===== config.mk =====
export PLATFORM = sky130hd
export DESIGN_NAME = zc_srs_sched
export DESIGN_NICKNAME = d
export VERILOG_FILES = /design/src/rtl/zc_srs_pkg.sv /design/src/rtl/zc_port_pick.sv /design/src/rtl/zc_srs_sched.sv
export SDC_FILE = /design/constraint.sdc
export NUM_CORES = 1
export LEC_CHECK = 0
export ABC_AREA = 1
export CAP_MARGIN = 20
export CORE_MARGIN = 1.5
export CORE_UTILIZATION = 46
export CTS_CLUSTER_DIAMETER = 40
export CTS_CLUSTER_SIZE = 30
export DETAILED_ROUTE_END_ITERATION = 8
export PLACE_DENSITY = 0.8
export SYNTH_ARGS = -nofsm -noshare
export SYNTH_HDL_FRONTEND = slang
export SYNTH_SLANG_ARGS = --single-unit

===== constraint.sdc =====
create_clock -name clk -period 2.1 [get_ports clk]
set_input_delay 0.42 -clock clk [delete_from_list [all_inputs] [get_ports clk]]
set_output_delay 0.42 -clock clk [all_outputs]
set_load 0.01 [all_outputs]

===== src/rtl/zc_srs_pkg.sv =====
// Shared types for the SRS ZC sequencing controller: FSM states, status codes, port defaults.
// No logic; imported by the scheduler and its port picker.
// No flow control of its own.
package zc_srs_pkg;

    localparam int NUM_PORTS_DEF = 4;
    localparam int PW_DEF        = 2;

    typedef enum logic [2:0] {
        IDLE,
        LOAD,
        START,
        RUN,
        DRAIN,
        DONE
    } state_t;

    typedef enum logic [1:0] {
        ST_OK  = 2'd0,
        ST_CNT = 2'd1,
        ST_TMO = 2'd2,
        ST_ABT = 2'd3
    } status_t;

endpackage


===== src/rtl/zc_port_pick.sv =====
// Finds the lowest set mask bit (first=1) or the lowest set bit strictly above ptr (first=0).
// Combinational, zero latency.
// No flow control.
module zc_port_pick
    import zc_srs_pkg::*;
#(
    parameter int NUM_PORTS = NUM_PORTS_DEF,
    parameter int PW        = PW_DEF
) (
    input  logic [NUM_PORTS-1:0] mask,
    input  logic [PW-1:0]        ptr,
    input  logic                 first,
    output logic [PW-1:0]        idx,
    output logic                 found
);

    // Scan downwards so the lowest qualifying bit is the last one written.
    always_comb begin
        idx   = '0;
        found = 1'b0;
        for (int i = NUM_PORTS - 1; i >= 0; i--) begin
            if (mask[i] && (first || (i > int'(ptr)))) begin
                idx   = PW'(i);
                found = 1'b1;
            end
        end
    end

endmodule


===== src/rtl/zc_srs_sched.sv =====
// Runs the ZC phase engine once per enabled port in ascending order and tags its samples.
// trig->eng_start 2 cycles nominal; samples re-registered with 1-cycle latency.
// eng_start waits for eng_busy low; no backpressure on the sample path.
module zc_srs_sched
    import zc_srs_pkg::*;
#(
    parameter int NUM_PORTS = NUM_PORTS_DEF,
    parameter int PW        = PW_DEF,
    parameter int TIMEOUT   = 4095
) (
    input  logic                   clk,
    input  logic                   rst,
    input  logic                   trig,
    input  logic                   abort,
    input  logic [10:0]            cfg_n_zc,
    input  logic [10:0]            cfg_m_sc,
    input  logic [4:0]             cfg_u,
    input  logic                   cfg_v,
    input  logic                   cfg_ktc,
    input  logic [14:0]            cfg_a,
    input  logic [13:0]            cfg_b,
    input  logic [NUM_PORTS-1:0]   cfg_port_mask,
    input  logic [4*NUM_PORTS-1:0] cfg_alpha_tab,
    output logic                   eng_start,
    output logic [3:0]             eng_alpha_p,
    output logic [10:0]            eng_n_zc,
    output logic [10:0]            eng_m_sc,
    output logic [4:0]             eng_u,
    output logic                   eng_v,
    output logic                   eng_ktc,
    output logic [14:0]            eng_a,
    output logic [13:0]            eng_b,
    input  logic                   eng_busy,
    input  logic                   eng_done,
    input  logic                   eng_phi_en,
    input  logic [11:0]            eng_phi_val,
    output logic                   phi_vld,
    output logic [11:0]            phi_val,
    output logic [PW-1:0]          phi_port,
    output logic [10:0]            phi_idx,
    output logic                   sched_busy,
    output logic                   sched_done,
    output logic [1:0]             sched_status
);

    localparam int             TW     = $clog2(TIMEOUT + 1);
    localparam logic [TW-1:0]  T_LAST = TW'(TIMEOUT - 1);
    localparam logic [TW-1:0]  T_MAX  = {TW{1'b1}};

    state_t                   state_q, state_d;
    status_t                  status_q, status_d;
    logic [PW-1:0]            ptr_q, ptr_d;
    logic [NUM_PORTS-1:0]     mask_q;
    logic [4*NUM_PORTS-1:0]   alpha_q;
    logic [10:0]              smp_cnt;
    logic [10:0]              cnt_final;
    logic [TW-1:0]            timer;
    logic                     abort_seen;
    logic                     latch_cfg;
    logic                     in_run;
    logic                     pick_first;
    logic [NUM_PORTS-1:0]     pick_mask;
    logic [PW-1:0]            pick_idx;
    logic                     pick_found;

    assign pick_first = (state_q == IDLE);
    assign pick_mask  = pick_first ? cfg_port_mask : mask_q;

    zc_port_pick #(
        .NUM_PORTS (NUM_PORTS),
        .PW        (PW)
    ) u_pick (
        .mask  (pick_mask),
        .ptr   (ptr_q),
        .first (pick_first),
        .idx   (pick_idx),
        .found (pick_found)
    );

    assign in_run       = (state_q == RUN) || (state_q == DRAIN);
    assign cnt_final    = smp_cnt + 11'(eng_phi_en);
    assign eng_alpha_p  = alpha_q[{ptr_q, 2'b00} +: 4];
    assign sched_status = status_q;

    always_comb begin
        state_d    = state_q;
        status_d   = status_q;
        ptr_d      = ptr_q;
        latch_cfg  = 1'b0;
        eng_start  = 1'b0;
        sched_done = 1'b0;
        sched_busy = (state_q != IDLE);
        case (state_q)
            IDLE: begin
                if (trig && !abort) begin
                    latch_cfg = 1'b1;
                    status_d  = ST_OK;
                    ptr_d     = pick_idx;
                    state_d   = pick_found ? LOAD : DONE;
                end
            end
            LOAD: begin
                if (abort) begin
                    state_d = DONE;
                    if (status_q == ST_OK) status_d = ST_ABT;
                end else begin
                    state_d = START;
                end
            end
            START: begin
                if (abort) begin
                    state_d = DONE;
                    if (status_q == ST_OK) status_d = ST_ABT;
                end else if (!eng_busy) begin
                    eng_start = 1'b1;
                    state_d   = RUN;
                end
            end
            RUN: begin
                if (eng_done) begin
                    if ((status_q == ST_OK) && (cnt_final != eng_m_sc)) status_d = ST_CNT;
                    if (abort_seen || abort) begin
                        state_d = DONE;
                        if (status_d == ST_OK) status_d = ST_ABT;
                    end else if (pick_found) begin
                        ptr_d   = pick_idx;
                        state_d = LOAD;
                    end else begin
                        state_d = DONE;
                    end
                end else if (timer == T_LAST) begin
                    if (status_q == ST_OK) status_d = ST_TMO;
                    state_d = DRAIN;
                end
            end
            DRAIN: begin
                if (!eng_busy) state_d = DONE;
            end
            DONE: begin
                // A sample still leaving the tag register pushes the done pulse out one cycle.
                if (!phi_vld) begin
                    sched_done = 1'b1;
                    sched_busy = 1'b0;
                    state_d    = IDLE;
                end
            end
            default: state_d = IDLE;
        endcase
    end

    always_ff @(posedge clk) begin
        if (rst) begin
            state_q    <= IDLE;
            status_q   <= ST_OK;
            ptr_q      <= '0;
            mask_q     <= '0;
            alpha_q    <= '0;
            smp_cnt    <= '0;
            timer      <= '0;
            abort_seen <= 1'b0;
            eng_n_zc   <= '0;
            eng_m_sc   <= '0;
            eng_u      <= '0;
            eng_v      <= 1'b0;
            eng_ktc    <= 1'b0;
            eng_a      <= '0;
            eng_b      <= '0;
            phi_vld    <= 1'b0;
            phi_val    <= '0;
            phi_port   <= '0;
            phi_idx    <= '0;
        end else begin
            state_q  <= state_d;
            status_q <= status_d;
            ptr_q    <= ptr_d;
            if (latch_cfg) begin
                mask_q   <= cfg_port_mask;
                alpha_q  <= cfg_alpha_tab;
                eng_n_zc <= cfg_n_zc;
                eng_m_sc <= cfg_m_sc;
                eng_u    <= cfg_u;
                eng_v    <= cfg_v;
                eng_ktc  <= cfg_ktc;
                eng_a    <= cfg_a;
                eng_b    <= cfg_b;
            end
            if (eng_start) begin
                smp_cnt    <= '0;
                timer      <= '0;
                abort_seen <= 1'b0;
            end else if (in_run) begin
                if (eng_phi_en) smp_cnt <= smp_cnt + 11'd1;
                if (timer != T_MAX) timer <= timer + TW'(1);
                if (abort) abort_seen <= 1'b1;
            end
            phi_vld <= eng_phi_en && in_run;
            if (eng_phi_en) begin
                phi_val  <= eng_phi_val;
                phi_idx  <= smp_cnt;
                phi_port <= ptr_q;
            end
        end
    end

endmodule


-- Word-level counts from Yosys, hierarchy flattened
Cells that the tools add are included.
- output and inout bits: 93
- word-level logic and storage cells: 118
- bits of input ports: 97
- bits in registers: 135
- equal/unequal tests: 19
- reductions and logical operators: 27
- shift-type cells: 1
- magnitude comparators: 3
- multiplexer cells: 46
- add/sub/neg operators: 3
- operators with widths (cell ; count):
    2-to-1 mux 2 bit ; 19
    2-to-1 mux 3 bit ; 10
    case mux 3 bit (6 select lines) ; 1
    indexed part select 16 x 5 -> 4 bit ; 1
    2-to-1 mux 1 bit ; 13
    adder 12 x 1 -> 12 bit (second input constant) ; 1
    equality test 12 bit (second input constant) ; 1
    != test 12 bit (second input constant) ; 1
    adder 11 x 1 -> 11 bit ; 1
    adder 11 x 1 -> 11 bit (second input constant) ; 1
    != test 11 bit ; 1
    != test 2 bit (second input constant) ; 5
    AND reduction 5 bit ; 2
    logical AND 1 bit ; 7
    equality test 3 x 2 -> 1 bit (second input constant) ; 2
    equality test 3 bit (second input constant) ; 2
    != test 2 x 1 -> 1 bit (second input constant) ; 3
    != test 3 x 2 -> 1 bit (second input constant) ; 2
    case mux 2 bit (3 select lines) ; 1
    AND reduction 2 bit ; 3
    AND reduction 6 bit ; 1
    nonzero test 3 bit ; 2
    logical OR 1 bit ; 5
    greater-than comparator 2 bit (first input constant) ; 2
    10 further kinds ; 12

-- Logic depth before layout (Yosys ltp)
- depth after elaboration: 11
- gate-level depth with buffers: 14
- depth with buffers taken out: 14

-- Cells and area by module
A second synthesis with hierarchy kept.
- cell total of the unflattened synthesis: 827
- area total of the unflattened synthesis: 5911.9 um2
- by module, submodules not included (module ; area an instance (um2) ; cells an instance ; sequential area each (um2) ; times used):
    zc_srs_sched ; 5831.8 ; 811 ; 2702.6 ; 1
    zc_port_pick ; 80.1 ; 16 ; 0.0 ; 1

-- Least setup slack after synthesis
No wires, ideal clock.
- path type: input port to flip-flop
- start point: input eng_phi_en
- end point: register smp_cnt[9]
- arrival: 1.531 ns
- path slack: 0.454 ns
- data required time: 1.985 ns
- library setup time: 0.115 ns
- buffers on the path: 1
- stages: 10
- cells stage by stage: clkbuf_1 -> inv_1 -> nor2_4 -> inv_2 -> nor2_2 -> nand2_2 -> nor4_4 -> nand3_1 -> nand2_1 -> nor2_1
- longest elaborated chain between the ends: 1
- RTL lines (item ; line ; RTL):
    from (decl) ; zc_srs_sched.sv:35 ; input logic eng_phi_en,
    AND reduction 2 bit (no line) ; n/a ;
    to (signal assigned) ; zc_srs_sched.sv:192 ; if (eng_phi_en) smp_cnt <= smp_cnt + 11'd1;
    to (decl) ; zc_srs_sched.sv:55 ; logic [10:0] smp_cnt;
No other way between the ends.
A chain may end at the register's enable or synchronous reset.

-- Worst setup path in the final report
- start point: register state_q[2]
- end point: output sched_busy
- longest elaborated chain between the ends: 3
- elaborated cells between the ends (all ways): 4
- those cells by class: 1 x eq/ne; 2 x mux; 1 x reduce/logical
- RTL lines (item ; line ; RTL):
    from (decl) ; zc_srs_sched.sv:50 ; state_t state_q, state_d;
    from (signal assigned) ; zc_srs_sched.sv:173 ; state_q <= state_d;
    nonzero test 3 bit ; zc_srs_sched.sv:92 ; sched_busy = (state_q != IDLE);
    2-to-1 mux 1 bit ; zc_srs_sched.sv:141 ; if (!phi_vld) begin
    2-to-1 mux 1 bit (*) ; zc_srs_sched.sv:93 ; case (state_q)
    to (decl) ; zc_srs_sched.sv:41 ; output logic sched_busy,
Mark *: on every way between the ends. The rest lies on a longest branch, timed or not.

==> metrics <==
status=completed; Slowest cell on crit path=dfxtp_2; WP data required=1.68 ns; CTS buffer count=17; Unique masters post-synth=34; Syn Inst Count=812; worst-path fanout max=6; die area=0.01321 sq mm; worst path buffer plus inverter count=3; Hold Buf Count CTS=0; Async SR Flop Fraction=0%; H-tree depth=4; VDD IR max=0.0007496 V; met3 Use GR=10.65%; final wirelength=16310 um; Tcrit/Tclk final=94.03%; clk buf depth=2; Seq pwr share=36.9%; Yosys warning total=0; Min-Delay Path Class=flip-flop to flip-flop; sequential cell area=0.002686 sq mm; post-CTS setup buffers=0; RSZ-0062 raised after global routing=no; DRT Pass-1 Iters=5; initial antenna violation count=0; total grt overflow=0; Comb power frac=30.4%; clock root buffer=clkbuf_16; P_leak=3.451 nW; via count=5874; Final Hold Fails=0; DR vias/cell=4.961; most used routing layer=met2; Clk pwr share=32.7%; setup TNS=0 ns; Fin Hold WS=0.4790 ns; fin worst setup slack=0.1253 ns; ys flop type=dfxtp_1; syn_area_per_cell=7.099 sq um; Util after Layout=70.23%; Max Slew Vio Count=0; fin area=0.008506 sq mm; Synth area leaders=dfxtp_1 (47%), nor2_1 (14%), o21ai_0 (10%); PortBufs=189; sw frac=31.92%; Worst-Margin Slew=0.4432 ns; number of fill cells=1066; met2 Use GR=42.14%; Cell Int Power=5.922 mW; total track usage=25.29%; NetSw=2.777 mW; overall power after layout=8.699 mW; number of max-cap violations=0; first-pass GRT wire length=26010 um; Worst EP arrival=1.55 ns; clk sink count=134; DP Cell Count=1152; Finished Layout Cells=1184; gpl congestion=0.8997; DRC viols=0; vias in the first global route=5430; minimum clock period after layout=1.975 ns; DPL Wire Length=11830 um; Post-Place Setup Slack=-0.2937 ns; Post-DRT Antenna Nets=0; Initial Utilization=47.59%; pin count of the biggest net entering global routing=58; PD cells=1023 mW/mm^2; skew final=0.004487 ns; number of synthesized flops with an enable pin=0; Core ar.=0.01211 sq mm; Max Fclk=506.4 MHz; syn_nets=914; Skew-Pair Late Insertion Delay=0.42 ns; grt met1 use=28.93%; cell chain of the critical path=inv_2 > nor3_2 > inv_1 > nor2_4 > nor2_1 > dlygate4sd2_1; startpoint types=flip-flop; CTS tree=built; post-synthesis sequential area ratio=46.54%; placed cell area=0.007908 sq mm; Top delay family on crit path=buffers and inverters; synthesized cell area=0.005764 sq mm; Die X=114.9 um; CP peak stage delay=0.37 ns; Worst setup EP type=output pin; # nets final=1105; top cell type's share of synthesized area=46.54%; Setup CP Type=flip-flop to output pin; Multi-input gate area=0.002680 sq mm; layout cells sized above 1=8.465%; FP Rows=40; DR iter-0 viols=284; final setup violation count=0; boundary pin count=190; antenna diode count=0; Avg WL per Cell=13.78 um; Layout area overhead=47.56%; headroom to the max-slew limit=70.07%; Chip Height=114.9 um; Synth Register Bits=134; Clock transition at path regs=0.06 ns; Synth area leader=dfxtp_1
[routing by layer]
layer / vias up / share of wire [%]
met5: - / 0
met4: 0 / 2.2
met3: 31 / 8.7
met2: 195 / 49
met1: 2661 / 40
li1: 2987 / -
[cells by family after synthesis]
family	after synthesis	synth area share (%)
compound gates	176	15.78
xor+xnor	11	1.672
fa+ha+maj	5	1.085
buf+inv	110	7.532
flops	134	46.54
mux	4	0.6946
simple gates	372	26.70
[cells in the final DEF (no fill, tap or decap), drive strengths merged]
cell / n
buf: 23
inv: 69
o21ai: 124
nor3: 7
ha: 5
nor2: 223
clkinvlp: 1
nand2: 106
xnor2: 3
o41ai: 1
nand3: 25
a22oi: 1
a211oi: 2
a21oi: 42
a31oi: 1
nor4: 2
bufinv: 2
clkdlybuf4s50: 181
nand4: 8
mux2i: 4
dlygate4sd2: 7
o22ai: 4
dlymetal6s2s: 1
clkinv: 10
or2: 1
o211ai: 1
dfxtp: 134
clkbuf: 20
xor2: 8
[cell usage after synthesis (7+ instances only)]
cell type / count
nor2_1: 216
dfxtp_1: 134
o21ai_0: 119
nand2_1: 102
inv_1: 63
a21oi_1: 41
clkbuf_1: 29
nand3_1: 24
buf_2: 8
xor2_1: 8
nand4_1: 7
nor3_1: 7
[final timing paths]
path	slack, ns	startpoint	end	depth (start not counted)
min reg2reg	0.48	alpha_q[3]$_SDFFE_PP0P_	alpha_q[3]$_SDFFE_PP0P_	2
min	0.48	alpha_q[3]$_SDFFE_PP0P_	alpha_q[3]$_SDFFE_PP0P_	2
max reg2reg	0.25	smp_cnt[6]$_SDFFE_PP0P_	sched_status[1]$_SDFFE_PP0P_	12
max	0.13	state_q[2]$_SDFFE_PP0P_	sched_busy	6
[registers in the layout, indices dropped and copies added (netlist names), 2 cells and up]
signal,cells
phi_port,2
phi_idx,11
state_q,3
phi_val,12
ptr_q,2
eng_m_sc,11
smp_cnt,11
eng_a,15
eng_b,14
sched_status,2
timer,12
eng_u,5
alpha_q,16
mask_q,3
eng_n_zc,11
[layout make-up]
| class | count | share of cell area [%] |
|---|---|---|
| Clock buffer | 20 | 5.134 |
| Clock inverter | 12 | 1.545 |
| Inverter | 70 | 3.119 |
| Multi-Input combinational cell | 568 | 31.51 |
| Sequential cell | 134 | 31.58 |
| Tap cell | 168 | 2.471 |
| Timing Repair Buffer | 212 | 24.64 |
[power by group through the flow]
stage | Combinational, mW | Sequential, mW | Clock (mW)
detailed placement | 2.63 | 3.25 | 0
global route | 2.95 | 3.25 | 3.00
global placement | 2.61 | 3.24 | 0
finish | 2.65 | 3.21 | 2.84
floorplan | 1.33 | 3.33 | 0
CTS | 2.65 | 3.21 | 2.88
[worst register-to-register path, delay by kind of cell, from the launching register on]
kind / cells / cell delay [ns]
flops: 1 / 0.52
compound gates: 2 / 0.27
simple gates: 10 / 1.00
[timing repair]
action / 4_1_cts / 5_1_grt
pin swaps: 0 / 0
gates resized for setup: 16 / 5
setup endpoints to repair: 7 / 3
(Power assumes the default switching activity.)
